--- src/rtl/pc_fetch_ctrl.sv ---
// Fetch-stage sequencer: owns the architectural PC, runs req/ack fetches to
// instruction memory, holds the fetched word for decode and applies redirects.
module pc_fetch_ctrl #(
  parameter logic [31:0] RESET_PC = 32'h0000_3000,
  parameter int unsigned TIMEOUT  = 16
) (
  input  logic        clk,
  input  logic        reset,
  input  logic        stall,
  input  logic        redirect_valid,
  input  logic [31:0] redirect_pc,
  output logic        imem_req,
  output logic [31:0] imem_addr,
  input  logic        imem_ack,
  input  logic [31:0] imem_rdata,
  output logic        instr_valid,
  output logic [31:0] instr,
  output logic [31:0] instr_pc,
  output logic [31:0] pc,
  output logic [31:0] pc_plus_4,
  output logic        flush,
  output logic        fetch_err
);

  typedef enum logic [1:0] {
    S_FETCH = 2'd0,
    S_VALID = 2'd1,
    S_DRAIN = 2'd2
  } state_t;

  localparam logic [7:0] TMO_LIMIT = 8'(TIMEOUT);

  state_t      r_state;
  state_t      w_state_nxt;
  logic [31:0] r_pc;
  logic [31:0] w_pc_nxt;
  logic [31:0] r_instr;
  logic [31:0] w_instr_nxt;
  logic [31:0] r_instr_pc;
  logic [31:0] w_instr_pc_nxt;
  logic        r_instr_valid;
  logic        w_instr_valid_nxt;
  logic        r_flush;
  logic        w_flush_nxt;
  logic        r_fetch_err;
  logic        w_fetch_err_nxt;
  logic [7:0]  r_tmo_cnt;
  logic [7:0]  w_tmo_cnt_nxt;
  logic        w_tmo_hit;
  logic        w_waiting;
  logic        w_misaligned;
  logic [31:0] w_pc_plus_4;

  assign w_pc_plus_4  = r_pc + 32'd4;
  assign w_misaligned = redirect_valid && (redirect_pc[1:0] != 2'b00);
  assign w_waiting    = (r_state == S_FETCH) || (r_state == S_DRAIN);

  // Next-state and datapath selection; a redirect overrides stall and consumption.
  always_comb begin
    w_state_nxt       = r_state;
    w_pc_nxt          = r_pc;
    w_instr_nxt       = r_instr;
    w_instr_pc_nxt    = r_instr_pc;
    w_instr_valid_nxt = r_instr_valid;
    w_flush_nxt       = 1'b0;
    if (redirect_valid) begin
      w_pc_nxt          = {redirect_pc[31:2], 2'b00};
      w_instr_valid_nxt = 1'b0;
      w_flush_nxt       = 1'b1;
      // An unacked request must be drained before the bus sees a new one.
      case (r_state)
        S_FETCH: w_state_nxt = imem_ack ? S_FETCH : S_DRAIN;
        S_VALID: w_state_nxt = S_FETCH;
        S_DRAIN: w_state_nxt = imem_ack ? S_FETCH : S_DRAIN;
        default: w_state_nxt = S_FETCH;
      endcase
    end else begin
      case (r_state)
        S_FETCH: begin
          if (imem_ack) begin
            w_instr_nxt       = imem_rdata;
            w_instr_pc_nxt    = r_pc;
            w_instr_valid_nxt = 1'b1;
            w_state_nxt       = S_VALID;
          end else begin
            w_state_nxt = S_FETCH;
          end
        end
        S_VALID: begin
          if (!stall) begin
            w_pc_nxt          = w_pc_plus_4;
            w_instr_valid_nxt = 1'b0;
            w_state_nxt       = S_FETCH;
          end else begin
            w_state_nxt = S_VALID;
          end
        end
        S_DRAIN: begin
          if (imem_ack) begin
            w_state_nxt = S_FETCH;
          end else begin
            w_state_nxt = S_DRAIN;
          end
        end
        default: begin
          w_instr_valid_nxt = 1'b0;
          w_state_nxt       = S_FETCH;
        end
      endcase
    end
  end

  // Ack-wait counter: counts unacked cycles in one waiting state, saturating.
  always_comb begin
    w_tmo_cnt_nxt = r_tmo_cnt;
    w_tmo_hit     = 1'b0;
    if (imem_ack || (w_state_nxt != r_state)) begin
      w_tmo_cnt_nxt = 8'd0;
    end else if (w_waiting && (r_tmo_cnt != 8'hFF)) begin
      w_tmo_cnt_nxt = r_tmo_cnt + 8'd1;
      w_tmo_hit     = ((r_tmo_cnt + 8'd1) == TMO_LIMIT);
    end else begin
      w_tmo_cnt_nxt = r_tmo_cnt;
    end
  end

  assign w_fetch_err_nxt = r_fetch_err | w_misaligned | w_tmo_hit;

  // State and output registers with synchronous reset.
  always_ff @(posedge clk) begin
    if (reset) begin
      r_state       <= S_FETCH;
      r_pc          <= RESET_PC;
      r_instr       <= 32'd0;
      r_instr_pc    <= 32'd0;
      r_instr_valid <= 1'b0;
      r_flush       <= 1'b0;
      r_fetch_err   <= 1'b0;
      r_tmo_cnt     <= 8'd0;
    end else begin
      r_state       <= w_state_nxt;
      r_pc          <= w_pc_nxt;
      r_instr       <= w_instr_nxt;
      r_instr_pc    <= w_instr_pc_nxt;
      r_instr_valid <= w_instr_valid_nxt;
      r_flush       <= w_flush_nxt;
      r_fetch_err   <= w_fetch_err_nxt;
      r_tmo_cnt     <= w_tmo_cnt_nxt;
    end
  end

  // The request is masked by reset so a reset cycle never starts a bus transfer.
  assign imem_req    = (r_state == S_FETCH) && !reset;
  assign imem_addr   = r_pc;
  assign pc          = r_pc;
  assign pc_plus_4   = w_pc_plus_4;
  assign instr_valid = r_instr_valid;
  assign instr       = r_instr;
  assign instr_pc    = r_instr_pc;
  assign flush       = r_flush;
  assign fetch_err   = r_fetch_err;

endmodule
--- config.mk ---
export PLATFORM = sky130hd
export DESIGN_NAME = pc_fetch_ctrl
export DESIGN_NICKNAME = d
export VERILOG_FILES = /design/src/rtl/pc_fetch_ctrl.sv
export SDC_FILE = /design/constraint.sdc
export NUM_CORES = 1
export LEC_CHECK = 0
export BUFFER_PORTS_ARGS = -buffer_cell sky130_fd_sc_hd__buf_4
export CAP_MARGIN = 20
export CORE_UTILIZATION = 52
export DETAILED_ROUTE_END_ITERATION = 10
export PLACE_DENSITY_LB_ADDON = 0.25
export SLEW_MARGIN = 5
export SYNTH_ARGS = -nofsm -noshare
export SYNTH_HDL_FRONTEND = slang
export SYNTH_SLANG_ARGS = --single-unit
--- constraint.sdc ---
create_clock -name clk -period 4.32 [get_ports clk]
set_input_delay 0.432 -clock clk [delete_from_list [all_inputs] [get_ports clk]]
set_output_delay 0.432 -clock clk [all_outputs]
set_load 0.005 [all_outputs]
## Word level (Yosys, flattened, before mapping)

Index checks and enable logic that the tools add are counted.

- Reductions and logical operators: 16
- $add $sub $neg: 2
- Bitwise logic cells: 5
- Eq/ne operators: 8
- Multiplexer cells: 15

Operators with widths:

| kind | count |
|---|---|
| two-way mux 32 bit | 3 |
| adder 32 x 3 -> 32 bit, second input constant | 1 |
| adder 8 x 1 -> 8 bit, second input constant | 1 |
| == test 8 x 5 -> 1 bit, second input constant | 1 |
| != test 8 bit, second input constant | 1 |
| two-way mux 1 bit | 7 |
| two-way mux 2 bit | 3 |
| case mux 2 bit (3 select lines) | 1 |
| AND reduction 3 bit | 2 |
| OR reduction 2 bit | 3 |
| != test 2 bit, second input constant | 2 |
| AND reduction 2 bit | 2 |
| nonzero test 2 bit | 2 |
| logical AND 1 bit | 3 |
| inverter 1 bit | 3 |
| case mux 1 bit (3 select lines) | 1 |
| == test 2 x 1 -> 1 bit, second input constant | 1 |
| == test 2 bit, second input constant | 1 |
| logical NOT 2 bit | 1 |
| logical OR 1 bit | 2 |
| != test 2 x 1 -> 1 bit, second input constant | 1 |
| != test 2 bit | 1 |
| OR 1 bit | 2 |
| logical NOT 1 bit | 1 |

- Word-level logic and storage cells: 55
- Input bits: 69
- Bits in registers: 109
- Output and inout bits: 164

## Logic depth before layout (Yosys ltp)

- Depth in word-level cells: 8
- Mapped depth: 6
- Depth with buffers taken out: 5

## Worst setup path before layout

OpenSTA, ideal clock, no wires.

- Path kind: register to output
- Start: register r_pc[3], in the netlist imem_addr[3]
- End: output port pc_plus_4[30]
- Stages on the path, launching flop included: 7
- Buffers on the path: 1
- Required time: 3.888 ns
- Slack: 2.219 ns
- Arrival time: 1.669 ns
- Path through: dfxtp_1 ha_1 and4_1 buf_2 nand4_2 nor4_1 xor2_1

- Longest elaborated chain between the ends: 1

Ends and longest elaborated chain:

| what | line | RTL |
|---|---|---|
| start: declaration | 35 | `logic [31:0] r_pc;` |
| start signal: assignment | 142 | `r_pc <= w_pc_nxt;` |
| adder 32 x 3 -> 32 bit | 54 | `assign w_pc_plus_4 = r_pc + 32'd4;` |
| end: declaration | 20 | `output logic [31:0] pc_plus_4,` |

No other way between the ends.

## Worst setup path in the final report

- Start: register r_pc[2], in the netlist imem_addr[2]
- End: output port pc_plus_4[30]

Same word-level chain as after synthesis.

==> key figures <==
Synthesis
  • Unique cell type count in the Yosys netlist: 60
  • Area leader, netlist: sky130_fd_sc_hd__dfxtp_1
  • Post-synth design cell area: 5480 µm²
  • Seq cells post-synth: 105
  • Async set or reset register ratio after synthesis: 0%
  • Top FF cell, synth: sky130_fd_sc_hd__dfxtp_1
  • Fraction of post-synthesis cell area in the top cell type by area: 38.4%
  • Warnings, synthesis: 0
  • Post-synth EDFFs: 0
  • Mean area per synthesized cell: 7.85 µm²
  • Post-synthesis sequential area ratio: 38.4%
  • Area contributors post-synth: sky130_fd_sc_hd__dfxtp_1, sky130_fd_sc_hd__nand2_1, sky130_fd_sc_hd__a21oi_1
  • Syn Inst Count: 698

Run
  • Max capacitance violation total: 0

Clocking
  • Clock insertion delay at the later pin of the skew report: 380 ps
  • Post-cts gate resize count: 0
  • CTS HTree Levels: 3
  • Clock transition at path regs: 110 ps
  • Root Buffer: sky130_fd_sc_hd__clkbuf_8
  • Number of hold buffers added after cts: 0
  • Number of sinks driven by the clock tree: 105
  • Number of buffers added by the clock tree synthesis step: 9
  • Post-CTS Setup Bufs: 0
  • Worst-case clock buffer depth: 2
  • TritonCTS clock tree: yes

Floorplanning
  • Standard cell core area: 10300 µm²
  • Die outline height: 105 µm
  • Area enclosed by the die boundary: 11000 µm²
  • Core Rows: 37
  • Width of the die: 105 µm
  • Total I/O pin count: 233
  • Initial Utilization: 53.3%

Drt
  • Initial DRC Count: 367
  • Detailed-route wire length per cell: 16.6 µm
  • Final antenna-violating net count: 0
  • Final wirelength: 16400 µm
  • Detailed-route DRC error count: 0
  • Number of detailed-routing iterations run before antenna repair: 6
  • Vias per std cell: 5.61
  • Via total after detailed routing: 5535

Timing
  • Relative slew margins: 31.0%
  • Achievable clock frequency: 0.331 GHz
  • Pins over their slew limit: 0
  • Post-route setup TNS: 0 ps
  • Minimum clock period after layout: 3020 ps
  • Final hold violation count: 0
  • Setup repair after global routing missed its margin: no
  • Final critical-path share of the clock period: 69.9%
  • Transition time at the pin with the least slew margin: 1040 ps
  • Largest clock skew in the final design: 10.5 ps
  • Final setup viols: 0

Place
  • Detailed Place HPWL: 11900 µm
  • Number of placed instances, taps included: 971
  • RePlAce Congestion: 0.879
  • Number of buffer cells added on primary ports: 224

Finish
  • Post-layout net count: 918
  • Final cell count without fillers: 987
  • Most common library cell in the layout ignoring fill and taps: sky130_fd_sc_hd__buf_4
  • Multi-input gate area in the final layout: 2820 µm²
  • Number of fill cells in the layout: 871
  • Highest-count cells in the layout ignoring fill and taps: sky130_fd_sc_hd__buf_4, sky130_fd_sc_hd__nand2_1, sky130_fd_sc_hd__dfxtp_1
  • Antenna fix cells: 0
  • Share of layout cells above drive strength 1: 30.9%
  • Sequential cell area: 2100 µm²
  • Area Overhead vs Synth: 28.4%

Global routing
  • Global-route wire length before repair: 26100 µm
  • Via count of the first global-routing pass: 5167
  • Maximum number of pins on one net before global-route repair: 98
  • Combined global-route utilization of all metal layers: 29.5%
  • Total congestion overflow: 0
  • Antenna violations before repair: 0

Status
  • Result of the run: finished clean

Worst setup path
  • Arrival time reported for the critical path endpoint: 2590 ps
  • Classification of the worst setup path: reg -> out
  • Required time of the critical path: 3890 ps
  • Critical path endpoint category: output port
  • Critical path's largest stage delay: 510 ps
  • Critical R2R Launch: imem_addr[2]
  • Critical-path cell list: ha_1 > and4_1 > nand4_2 > nor4_1 > xor2_1 > buf_4
  • Critical path fanouts, max: 10
  • Buffer and inverter count on the worst path: 1
  • Critical Path Source: imem_addr[2]
  • Startpoint types: flip-flop
  • Critical-path cell with the highest stage delay: sky130_fd_sc_hd__dfxtp_1
  • Top delay family on crit path: simple AND/OR/NAND/NOR gates

Power
  • Leakage power of the design: 2.94 nW
  • VDD IR max: 0.194 mV
  • Cell Pwr Density: 290 nW/µm²

Hold path
  • Hold Crit Start: imem_ack
  • HP Class: in -> reg
worst register-to-register path, delay by kind of cell, from the launching register on:
family | cells | cell delay [ps]
and+or+nand+nor | 4 | 1460
DFF | 1 | 510
adders and majority gates | 1 | 310
final timing paths:
path                   end  slack, ps  depth (start not counted)
max          pc_plus_4[30]       1300                          6
min             r_state[1]        260                          2
min reg2reg   instr_pc[29]        460                          2
max reg2reg  imem_addr[16]       1970                          5
final cells by class:
class | count | area share, %
Clock inverter | 5 | 0.675
Inverter | 10 | 0.533
Clock buffer | 11 | 2.01
Sequential cell | 105 | 29.9
Timing Repair Buffer | 229 | 24.4
Multi-Input combinational cell | 491 | 40.1
Tap cell | 136 | 2.42
registers in the layout, indices dropped and copies added (netlist names):
name         cells
instr           32
flush            1
imem_addr       30
fetch_err        1
instr_valid      1
r_state          2
instr_pc        30
r_tmo_cnt        8
layer usage:
metal | part of all wire (%) | up-vias | GRT usage (%)
met4 | 2.7 | 0 | 11.4
met2 | 48 | 242 | 48.4
li1 | - | 2663 | -
met1 | 42 | 2593 | 37.4
met5 | 0 | - | 0
met3 | 7.6 | 37 | 7.17
synthesized netlist by cell type (7+ instances only):
cell	count
sky130_fd_sc_hd__a211oi_1	10
sky130_fd_sc_hd__a21oi_1	67
sky130_fd_sc_hd__a311oi_1	11
sky130_fd_sc_hd__and4_1	8
sky130_fd_sc_hd__buf_2	17
sky130_fd_sc_hd__buf_4	41
sky130_fd_sc_hd__clkbuf_1	34
sky130_fd_sc_hd__dfxtp_1	105
sky130_fd_sc_hd__inv_1	9
sky130_fd_sc_hd__nand2_1	150
sky130_fd_sc_hd__nand3_1	26
sky130_fd_sc_hd__nand4_1	11
sky130_fd_sc_hd__nor2_1	41
sky130_fd_sc_hd__nor3_1	19
sky130_fd_sc_hd__nor4_1	7
sky130_fd_sc_hd__o21ai_0	9
sky130_fd_sc_hd__xnor2_1	20
sky130_fd_sc_hd__xor2_1	19
through the flow:
| stage | utilization, % | total power, W | cell area, µm² | worst slack [ps] | hold WS (ps) |
|---|---|---|---|---|---|
| after floorplan | - | 0.00128 | 5510 | 2220 | 453 |
| after global placement | 66.7 | 0.00145 | 6850 | 1840 | 443 |
| after detailed placement | 66.7 | 0.00146 | 6850 | 1780 | 449 |
| after CTS | 68.5 | 0.00205 | 7040 | 1340 | 254 |
| after global routing | 68.5 | 0.00213 | 7040 | 1130 | 254 |
| final | 68.5 | 0.00204 | 7040 | 1300 | 258 |
cells by family after synthesis:
logic type                 after synthesis  share of synthesized area, %
AOI/OAI and AO/OA                      126                          14.7
xor gates and xnor gates                39                          6.23
adders and majority gates                3                         0.685
buffers and inverters                  109                          10.8
DFF                                    105                          38.4
muxes                                    1                         0.183
other                                    1                        0.0684
and+or+nand+nor                        314                          29.0
power by group:
group          total, W  switching, W  internal (W)
Combinational  0.000354      0.000161      0.000193
Sequential      0.00109     0.0000752       0.00101
Clock          0.000596      0.000360      0.000236
(Power assumes the default switching activity.)
